**config.mk**
```make
export PLATFORM = sky130hd
export DESIGN_NAME = glitch_sequencer
export DESIGN_NICKNAME = d
export VERILOG_FILES = /design/src/rtl/glitch_pkg.sv /design/src/rtl/duration_counter.sv /design/src/rtl/glitch_sequencer.sv
export SDC_FILE = /design/constraint.sdc
export NUM_CORES = 1
export LEC_CHECK = 0
export CORE_AREA = 2 2 138 140
export CTS_BUF_LIST = sky130_fd_sc_hd__clkbuf_4 sky130_fd_sc_hd__clkbuf_8
export CTS_CLUSTER_DIAMETER = 100
export DETAILED_ROUTE_END_ITERATION = 12
export DIE_AREA = 0 0 140 142
export GPL_TIMING_DRIVEN = 0
export PLACE_DENSITY = 0.73
export SLEW_MARGIN = 20
export SYNTH_ARGS = -nofsm -noshare
export SYNTH_HDL_FRONTEND = slang
export SYNTH_SLANG_ARGS = --single-unit
```
**constraint.sdc**
```tcl
create_clock -name clk -period 3.2 [get_ports clk]
set_input_delay 0.64 -clock clk [delete_from_list [all_inputs] [get_ports clk]]
set_output_delay 0.64 -clock clk [all_outputs]
set_load 0.005 [all_outputs]
```
**src/rtl/glitch_pkg.sv**
```systemverilog
// Shared definitions for the glitch sequencer: default widths and FSM state encoding.
package glitch_pkg;

  localparam int CNT_W_DEF = 32;
  localparam int N_W_DEF   = 8;

  typedef enum logic [2:0] {
    S_IDLE  = 3'd0,
    S_ARMED = 3'd1,
    S_DELAY = 3'd2,
    S_FIRE  = 3'd3,
    S_PULSE = 3'd4,
    S_GAP   = 3'd5,
    S_DONE  = 3'd6
  } state_t;

endpackage

```
**src/rtl/duration_counter.sv**
```systemverilog
// Pulse timer: on enable, drives active_low low for din+1 cycles.
module duration_counter #(
  parameter int W = 32
) (
  input  logic         clk,
  input  logic         reset,
  input  logic         enable,
  input  logic [W-1:0] din,
  output logic         active_low
);

  logic         active;
  logic [W-1:0] count;

  // The count runs din..0 while active, giving din+1 low cycles.
  always_ff @(posedge clk) begin
    if (reset) begin
      active <= 1'b0;
      count  <= '0;
    end else if (enable) begin
      active <= 1'b1;
      count  <= din;
    end else if (active) begin
      if (count != '0) count <= count - W'(1);
      else             active <= 1'b0;
    end
  end

  assign active_low = ~active;

endmodule

```
**src/rtl/glitch_sequencer.sv**
```systemverilog
// Glitch scheduler: arms, waits for a trigger edge, delays, then fires a burst
// of active-low pulses timed by a duration_counter.
module glitch_sequencer
  import glitch_pkg::*;
#(
  parameter int CNT_W = CNT_W_DEF,
  parameter int N_W   = N_W_DEF
) (
  input  logic             clk,
  input  logic             reset,
  input  logic             arm,
  input  logic             abort,
  input  logic             trigger,
  input  logic [CNT_W-1:0] cfg_delay,
  input  logic [CNT_W-1:0] cfg_width,
  input  logic [CNT_W-1:0] cfg_gap,
  input  logic [N_W-1:0]   cfg_count,
  output logic             glitch_n,
  output logic             armed,
  output logic             busy,
  output logic             done,
  output logic [N_W-1:0]   pulse_idx
);

  state_t           state, next_state;
  logic             trigger_d;
  logic             trig_edge;
  logic [CNT_W-1:0] cnt;
  logic [CNT_W-1:0] delay_lat;
  logic [CNT_W-1:0] width_m1;
  logic [CNT_W-1:0] gap_lat;
  logic [N_W-1:0]   remaining;
  logic             dc_enable;

  assign trig_edge = trigger & ~trigger_d;
  assign dc_enable = (state == S_FIRE);

  always_ff @(posedge clk) begin
    if (reset) state <= S_IDLE;
    else       state <= next_state;
  end

  always_comb begin
    next_state = state;
    case (state)
      S_IDLE:         if (arm) next_state = S_ARMED;
      S_ARMED:        if (trig_edge) next_state = S_DELAY;
      S_DELAY, S_GAP: if (cnt == '0) next_state = S_FIRE;
      S_FIRE:         next_state = S_PULSE;
      S_PULSE:        if (glitch_n) next_state = (remaining > N_W'(1)) ? S_GAP : S_DONE;
      S_DONE:         next_state = S_IDLE;
      default:        next_state = S_IDLE;
    endcase
    if (abort) next_state = S_IDLE;
  end

  // Datapath follows the FSM; abort freezes it so pulse_idx survives an abort.
  always_ff @(posedge clk) begin
    if (reset) begin
      trigger_d <= 1'b1;
      cnt       <= '0;
      delay_lat <= '0;
      width_m1  <= '0;
      gap_lat   <= '0;
      remaining <= '0;
      pulse_idx <= '0;
    end else begin
      trigger_d <= trigger;
      if (!abort) begin
        case (state)
          S_IDLE: if (arm) begin
            delay_lat <= cfg_delay;
            width_m1  <= (cfg_width == '0) ? '0 : cfg_width - CNT_W'(1);
            gap_lat   <= cfg_gap;
            remaining <= (cfg_count == '0) ? N_W'(1) : cfg_count;
            pulse_idx <= '0;
          end
          S_ARMED: if (trig_edge) cnt <= delay_lat;
          S_DELAY, S_GAP: if (cnt != '0) cnt <= cnt - CNT_W'(1);
          S_FIRE: pulse_idx <= pulse_idx + N_W'(1);
          S_PULSE: if (glitch_n && remaining > N_W'(1)) begin
            remaining <= remaining - N_W'(1);
            cnt       <= gap_lat;
          end
          default: ;
        endcase
      end
    end
  end

  duration_counter #(.W(CNT_W)) u_timer (
    .clk        (clk),
    .reset      (reset | abort),
    .enable     (dc_enable),
    .din        (width_m1),
    .active_low (glitch_n)
  );

  assign armed = (state == S_ARMED);
  assign busy  = (state != S_IDLE);
  assign done  = (state == S_DONE);

endmodule

```
* Word-level counts from Yosys, hierarchy flattened *
Index checks and enable logic that the tools add are counted.

cells by class
  equal/unequal tests = 12
  mux-type cells = 23
  div/mod/pow operators = 0
  reduce and logical (&&, ||, !) cells = 21
  $add $sub $neg = 5
  $lt $le $gt $ge = 1
  multipliers = 0
  bitwise gates (word level) = 5
  shift-type cells = 0

operators with widths
  operator                 count
  $mux W32                 7
  $pmux W32 S3             1
  $sub A32 B1 Y32 const B  3
  $logic_not A32 Y1        2
  $reduce_bool A32 Y1      2
  $mux W8                  4
  $pmux W8 S2              2
  $pmux W3 S5              1
  $mux W3                  4
  $ne A2 B2 Y1 const B     5
  $eq A3 B3 Y1 const B     3
  $add A8 B1 Y8 const B    1
  $gt A8 B1 Y1 const B     1
  $logic_not A8 Y1         1
  $reduce_and A4 Y1        2
  $reduce_bool A2 Y1       4
  $sub A8 B1 Y8 const B    1
  $eq A3 B2 Y1 const B     2
  $reduce_and A3 Y1        2
  $reduce_bool A3 Y1       2
  $reduce_and A5 Y1        1
  $reduce_or A2 Y1         2
  $eq A3 B1 Y1 const B     1
  $logic_not A3 Y1         1
  other kinds (8)          12

word-level totals
  word-level logic and storage cells = 77
  memory bits (read-only) = 0
  register bits = 181
  bits in latches = 0
  memories = 0
  RAM bits = 0

* Depth between registers and ports, before layout *
  depth after elaboration = 4
  depth in mapped cells = 10
  gate-level depth less buffers = 8

* Modules after synthesis *
A second synthesis with hierarchy kept.

second synthesis, totals
  cells, all modules = 1,212
  area total of the unflattened synthesis = 9,713.1 um^2

modules (own cells, without submodules)
  module            seq. area each (um^2)  times used  cells an instance  area each (um^2)
  glitch_sequencer  2,962.8                1           959                7,623.6
  duration_counter  660.6                  1           253                2,089.5

* Least setup slack after synthesis *
OpenSTA, ideal clock, no wires.

  kind = input-to-reg
  start = input port cfg_width[6]
  end = register width_m1[27]
  data required time = 3.081 ns
  library setup time = 0.119 ns
  cell stages on the path = 6
  slack = 0.536 ns
  arrival = 2.545 ns
  cell sequence = or4_1 > nor3_2 > nand3_1 > or4b_2 > xor2_1 > o21ai_1

between the ends
  longest elaborated chain between the ends = 2
  elaborated cells between the ends (all ways) = 3

ends and longest elaborated chain
  what                                                         line                    source
  start: declaration                                           glitch_sequencer.sv:15  input logic [CNT_W-1:0] cfg_width,
  $sub A32 B1 Y32 / $logic_not A32 Y1 (equally long branches)  glitch_sequencer.sv:73  width_m1 <= (cfg_width == '0) ? '0 : cfg_width - CNT_W'(1);
  $mux W32 (*)                                                 glitch_sequencer.sv:73
  end signal: assignment                                       glitch_sequencer.sv:73
  end: declaration                                             glitch_sequencer.sv:30  logic [CNT_W-1:0] width_m1;

Every way passes the cells marked *; elsewhere a longest branch is shown, timed or not.
A chain may end at the register's enable or synchronous reset.

* Final worst setup path *
  start = register state[1]
  end = output port done

between the ends
  longest elaborated chain between the ends = 1

ends and longest elaborated chain
  what                      line                     source
  start: declaration        glitch_sequencer.sv:25   state_t state, next_state;
  start signal: assignment  glitch_sequencer.sv:40   else state <= next_state;
  $eq A3 B3 Y1              glitch_sequencer.sv:101  assign done = (state == S_DONE);
  end: declaration          glitch_sequencer.sv:21   output logic done,

Every way passes these cells.

==> impl_summary.md <==
Cells and area
The net count reported at finish is 1442. The synthesis-to-layout area growth is 20.96%. The share of layout cells above drive strength 1 is approximately 4.8%. The layout has between 1500 and 2000 filler cells.

The number of diodes added for antenna fixing is 0.

Status
The final reports fail on design-rule violations. The run finished, with violations left.

STA
The setup skew after layout is about 0.018 ns. The final number of hold-violating endpoints is 0. The total setup violations reported at the end of the flow is 0. The remaining max-slew budget at the tightest pin is 43.93%. Setup repair after global routing left no endpoint under its margin. For this run, the top clock speed supported by timing is roughly 0.33 GHz.

For the pin with the worst max-slew slack, the measured transition is between 0.8 and 0.9 ns. The worst path needs ~3.1 ns of the cycle, external delays included. In the finished design, the share of the clock period the worst path needs comes to 95.85%. Once routing completed, OpenROAD measured the worst setup slack at around 0.13 ns.

The final hold slack is ~0.45 ns. The max-slew violation count is 0.

Clocking
Clock-pin slew was measured on the worst setup and hold paths at around 0.10 ns. The number of CTS-inserted buffers is 17. TritonCTS built the clock tree. The buffer levels on the longest clock path is 2. The clock drives ~180 sinks. Clock latency on the worst-skew pair, taken at its later pin, is 0.49 ns.

Clock tree synthesis selected as its root buffer the cell sky130_fd_sc_hd__clkbuf_8. In this run the number of H-tree levels came out at 4.

Critical path
The worst register-to-register path has a setup slack of roughly 0.21 ns. The number of buffers and inverters on the critical path is 3. The library cell contributing the largest single delay on the critical path is sky130_fd_sc_hd__clkdlybuf4s50_1. The element type at the critical path start is a flop. The endpoint required time on the critical path is 2.56 ns.

The most used cell along the critical path is sky130_fd_sc_hd__clkbuf_1. Along the worst path, the maximum fanout reaches 10. The delay of the slowest cell on the worst path is 0.52 ns.

STA classifies the critical path endpoint as a primary output. The total stage count of the critical path is 4. At the worst endpoint, the arrival time is approximately 2.4 ns. The dominant delay contributor by cell family on the critical path is buffers and inverters. The critical path goes through clkbuf_1 -> clkbuf_1 -> and3_1 -> clkdlybuf4s50_1. The count of cells along the worst register-to-register path is 9. The critical setup path kind is reg -> out.

Floorplanning
The die is roughly 140 µm tall. The initial utilization of the core area, before any placement, comes to about half. The floorplan step defined a die boundary enclosing 19880 µm².

about 120 I/O pins were placed. The core region is ~18000 µm². The width of the die is between 100 and 150 µm. The total number of placement rows is 50.

Synth
Sequential elements use between 30 and 40% of the synthesized area. The post-synthesis async set-or-reset flop share is 0%. When the netlist entered floorplanning its net count stood at about 1300. The average cell area after synthesis is approximately 7.7 µm². The area of the mapped netlist is 9090 µm². The number of different library cells in the post-synthesis netlist is between 60 and 70.

The count of synthesis-stage warnings from yosys is 0. For this run, the leading register cell type out of synthesis is sky130_fd_sc_hd__dfxtp_1. The number of synthesized flops with an enable pin is 0. Synthesis produced a netlist whose cell count is 1186. In this run, synthesis produced a sequential element count of about 180.

Placement
The number of port buffers is 119. The half-perimeter wire length after detailed placement is around 20000 µm. At the placement stage, the worst setup path has a slack of -0.3337 ns. The last weighted congestion value of the routability-driven placer is between 0.9 and 1.

Pwr
The peak supply drop is 291.5 µV. Registers are responsible for 47.4% of the overall power. Internal power comes to 0.003448 W.

Combinational logic is responsible for 21.1% of the overall power. The net switching share of the total power is between 30 and 40%. In this run the static leakage power is roughly 3.8 nW.

The power density relative to cell area is 465.4 nW/µm². The switching power is roughly 0.0017 W. The clock network burns a little under a third of the power.

Route
The final routed DRC violation total is 3. Detailed routing inserted a total of about 9000 vias. After detailed routing, the average wire length per cell comes to between 15 and 20 µm. The mean number of vias per cell is 5.812. The count of nets left with antenna violations once routing finished came out at 0. The DRC marker count from the first detailed-route iteration is 822. The total wire length is around 27000 µm.

The total iterations of the first detailed-routing run is 9.

Global routing
The number of antenna violations at the first check in global routing is 0. The number of global-route vias before repair is between 8000 and 9000. For this run, the total global-route usage over all layers was measured as 27.33%.

The first global-routing pass estimated approximately 43000 µm of wire. The largest net degree at the start of global routing is 19. Global routing finished with a remaining overflow of 0.

Min path
The min-delay analysis places its worst path in the category reg -> reg. Counting instances, the worst hold path has a depth of 2.

Run
The reported max-cap violation count is 0.
-- layout by cell type, fill, tap and decap left out, types with 6 or more instances in the layout --
cell type | synthesis | layout
sky130_fd_sc_hd__nor3b_1 | 6 | 6
sky130_fd_sc_hd__clkbuf_8 | 0 | 18
sky130_fd_sc_hd__nand4_1 | 12 | 12
sky130_fd_sc_hd__nand2_1 | 226 | 226
sky130_fd_sc_hd__a22o_1 | 8 | 8
sky130_fd_sc_hd__nor3_1 | 35 | 35
sky130_fd_sc_hd__nand2b_1 | 9 | 9
sky130_fd_sc_hd__or4_1 | 10 | 10
sky130_fd_sc_hd__clkbuf_1 | 63 | 62
sky130_fd_sc_hd__buf_2 | 8 | 8
sky130_fd_sc_hd__a211oi_1 | 16 | 16
sky130_fd_sc_hd__xnor2_1 | 38 | 38
sky130_fd_sc_hd__ha_1 | 9 | 9
sky130_fd_sc_hd__or3_1 | 20 | 20
sky130_fd_sc_hd__inv_1 | 14 | 14
sky130_fd_sc_hd__xor2_1 | 33 | 33
sky130_fd_sc_hd__a221oi_1 | 9 | 9
sky130_fd_sc_hd__a21oi_1 | 136 | 136
sky130_fd_sc_hd__o21ai_1 | 11 | 11
sky130_fd_sc_hd__dfxtp_1 | 181 | 181
sky130_fd_sc_hd__o21ai_0 | 95 | 95
sky130_fd_sc_hd__nand3_1 | 24 | 24
sky130_fd_sc_hd__nor2_1 | 91 | 91
sky130_fd_sc_hd__clkdlybuf4s50_1 | 0 | 119
sky130_fd_sc_hd__nor4_1 | 23 | 22
sky130_fd_sc_hd__a22oi_1 | 12 | 12
sky130_fd_sc_hd__and3_1 | 7 | 7
-- worst min-delay path, delay by kind of cell (launching register included) --
family,cells,cell delay [ns]
DFF,1,0.32
and+or+nand+nor,1,0.05
AOI/OAI and AO/OA,1,0.05
-- what timing repair did --
item | CTS | global route
resized for setup | 0 | 4
hold buffers | 0 | 0
setup buffers | 0 | 0
setup endpoints to repair | 0 | 14
-- worst paths after layout --
path                             start                         to
max              state[1]$_SDFFE_PP0P_                       done
min          width_m1[28]$_SDFFE_PP0P_  width_m1[28]$_SDFFE_PP0P_
min reg2reg  width_m1[28]$_SDFFE_PP0P_  width_m1[28]$_SDFFE_PP0P_
max reg2reg       cnt[20]$_SDFFE_PP0P_       cnt[11]$_SDFFE_PP0P_
-- kinds of logic (layout without fill, tap and decap cells) --
logic type      Yosys count  count (layout)  share of synthesized area, %
flops                   181             181                         39.86
buf+inv                  90             241                         3.951
xor+xnor                 71              71                         6.841
compound gates          333             333                         21.68
simple gates            502             502                         26.43
fa+ha+maj                 9               9                         1.239
-- registers in the layout, indices dropped and copies added, names as in the netlist --
name            flops
gap_lat            32
cnt                32
u_timer.count      32
delay_lat          32
trigger_d           1
pulse_idx           8
state               3
u_timer.active      1
width_m1           32
remaining           8
-- cells in the mapped netlist (8+ instances only) --
cell                       count  share of area (%)
sky130_fd_sc_hd__nor3_1       35                1.9
sky130_fd_sc_hd__a211oi_1     16                1.3
sky130_fd_sc_hd__a22oi_1      12               0.99
sky130_fd_sc_hd__nand2_1     226                9.3
sky130_fd_sc_hd__nand2b_1      9               0.62
sky130_fd_sc_hd__buf_2         8               0.44
sky130_fd_sc_hd__a21oi_1     136                7.5
sky130_fd_sc_hd__nor2_1       91                3.8
sky130_fd_sc_hd__inv_1        14               0.58
sky130_fd_sc_hd__ha_1          9                1.2
sky130_fd_sc_hd__a22o_1        8               0.77
sky130_fd_sc_hd__nand4_1      12               0.83
sky130_fd_sc_hd__nand3_1      24                1.3
sky130_fd_sc_hd__dfxtp_1     181                 40
sky130_fd_sc_hd__xor2_1       33                3.2
sky130_fd_sc_hd__clkbuf_1     63                2.6
sky130_fd_sc_hd__a221oi_1      9               0.87
sky130_fd_sc_hd__xnor2_1      38                3.7
sky130_fd_sc_hd__o21ai_0      95                5.2
sky130_fd_sc_hd__or3_1        20                1.4
sky130_fd_sc_hd__o21ai_1      11               0.61
sky130_fd_sc_hd__or4_1        10               0.83
sky130_fd_sc_hd__nor4_1       23                1.6
-- metrics by stage --
step / cells / utilization [%] / power, W / cell area [µm²] / TNS, ns
2_1_floorplan: 1186 / - / 0.003116 / 9090 / 0
3_3_place_gp: 1539 / 57.29 / 0.003520 / 10570 / -13.55
3_5_place_dp: 1539 / 57.29 / 0.003528 / 10570 / -17.03
4_1_cts: 1571 / 59.49 / 0.005104 / 10980 / 0
5_1_grt: 1571 / 59.58 / 0.005329 / 11000 / 0
6_report: 1571 / 59.58 / 0.005117 / 11000 / 0
-- cell type report --
type / instances / area [µm²] / area share, %
flip-flops and latches: 181 / 3623 / 32.95
clock inverters: 14 / 157.7 / 1.434
plain buffers: 76 / 307.8 / 2.799
clock buffers: 18 / 247.7 / 2.253
well taps: 234 / 292.8 / 2.663
repair buffers: 119 / 1191 / 10.83
inverters: 14 / 52.55 / 0.4779
multi-input cells: 915 / 5122 / 46.59
-- power by group through the flow --
stage | registers (W) | clock network [W] | logic, W
global placement | 0.00247 | 0 | 0.00105
detailed placement | 0.00247 | 0 | 0.00105
CTS | 0.00242 | 0.00162 | 0.00106
global route | 0.00244 | 0.00171 | 0.00118
finish | 0.00242 | 0.00161 | 0.00108
floorplan | 0.00245 | 0 | 0.000667
-- metal layers --
metal	share of wire [%]	global-route usage [%]	vias up
li1	-	-	4496
met1	44	36.46	4206
met2	46	44.72	372
met3	6.7	4.441	57
met4	3.5	10.63	0
met5	0	0	-
Note: power is estimated with default switching activity, not from simulation.
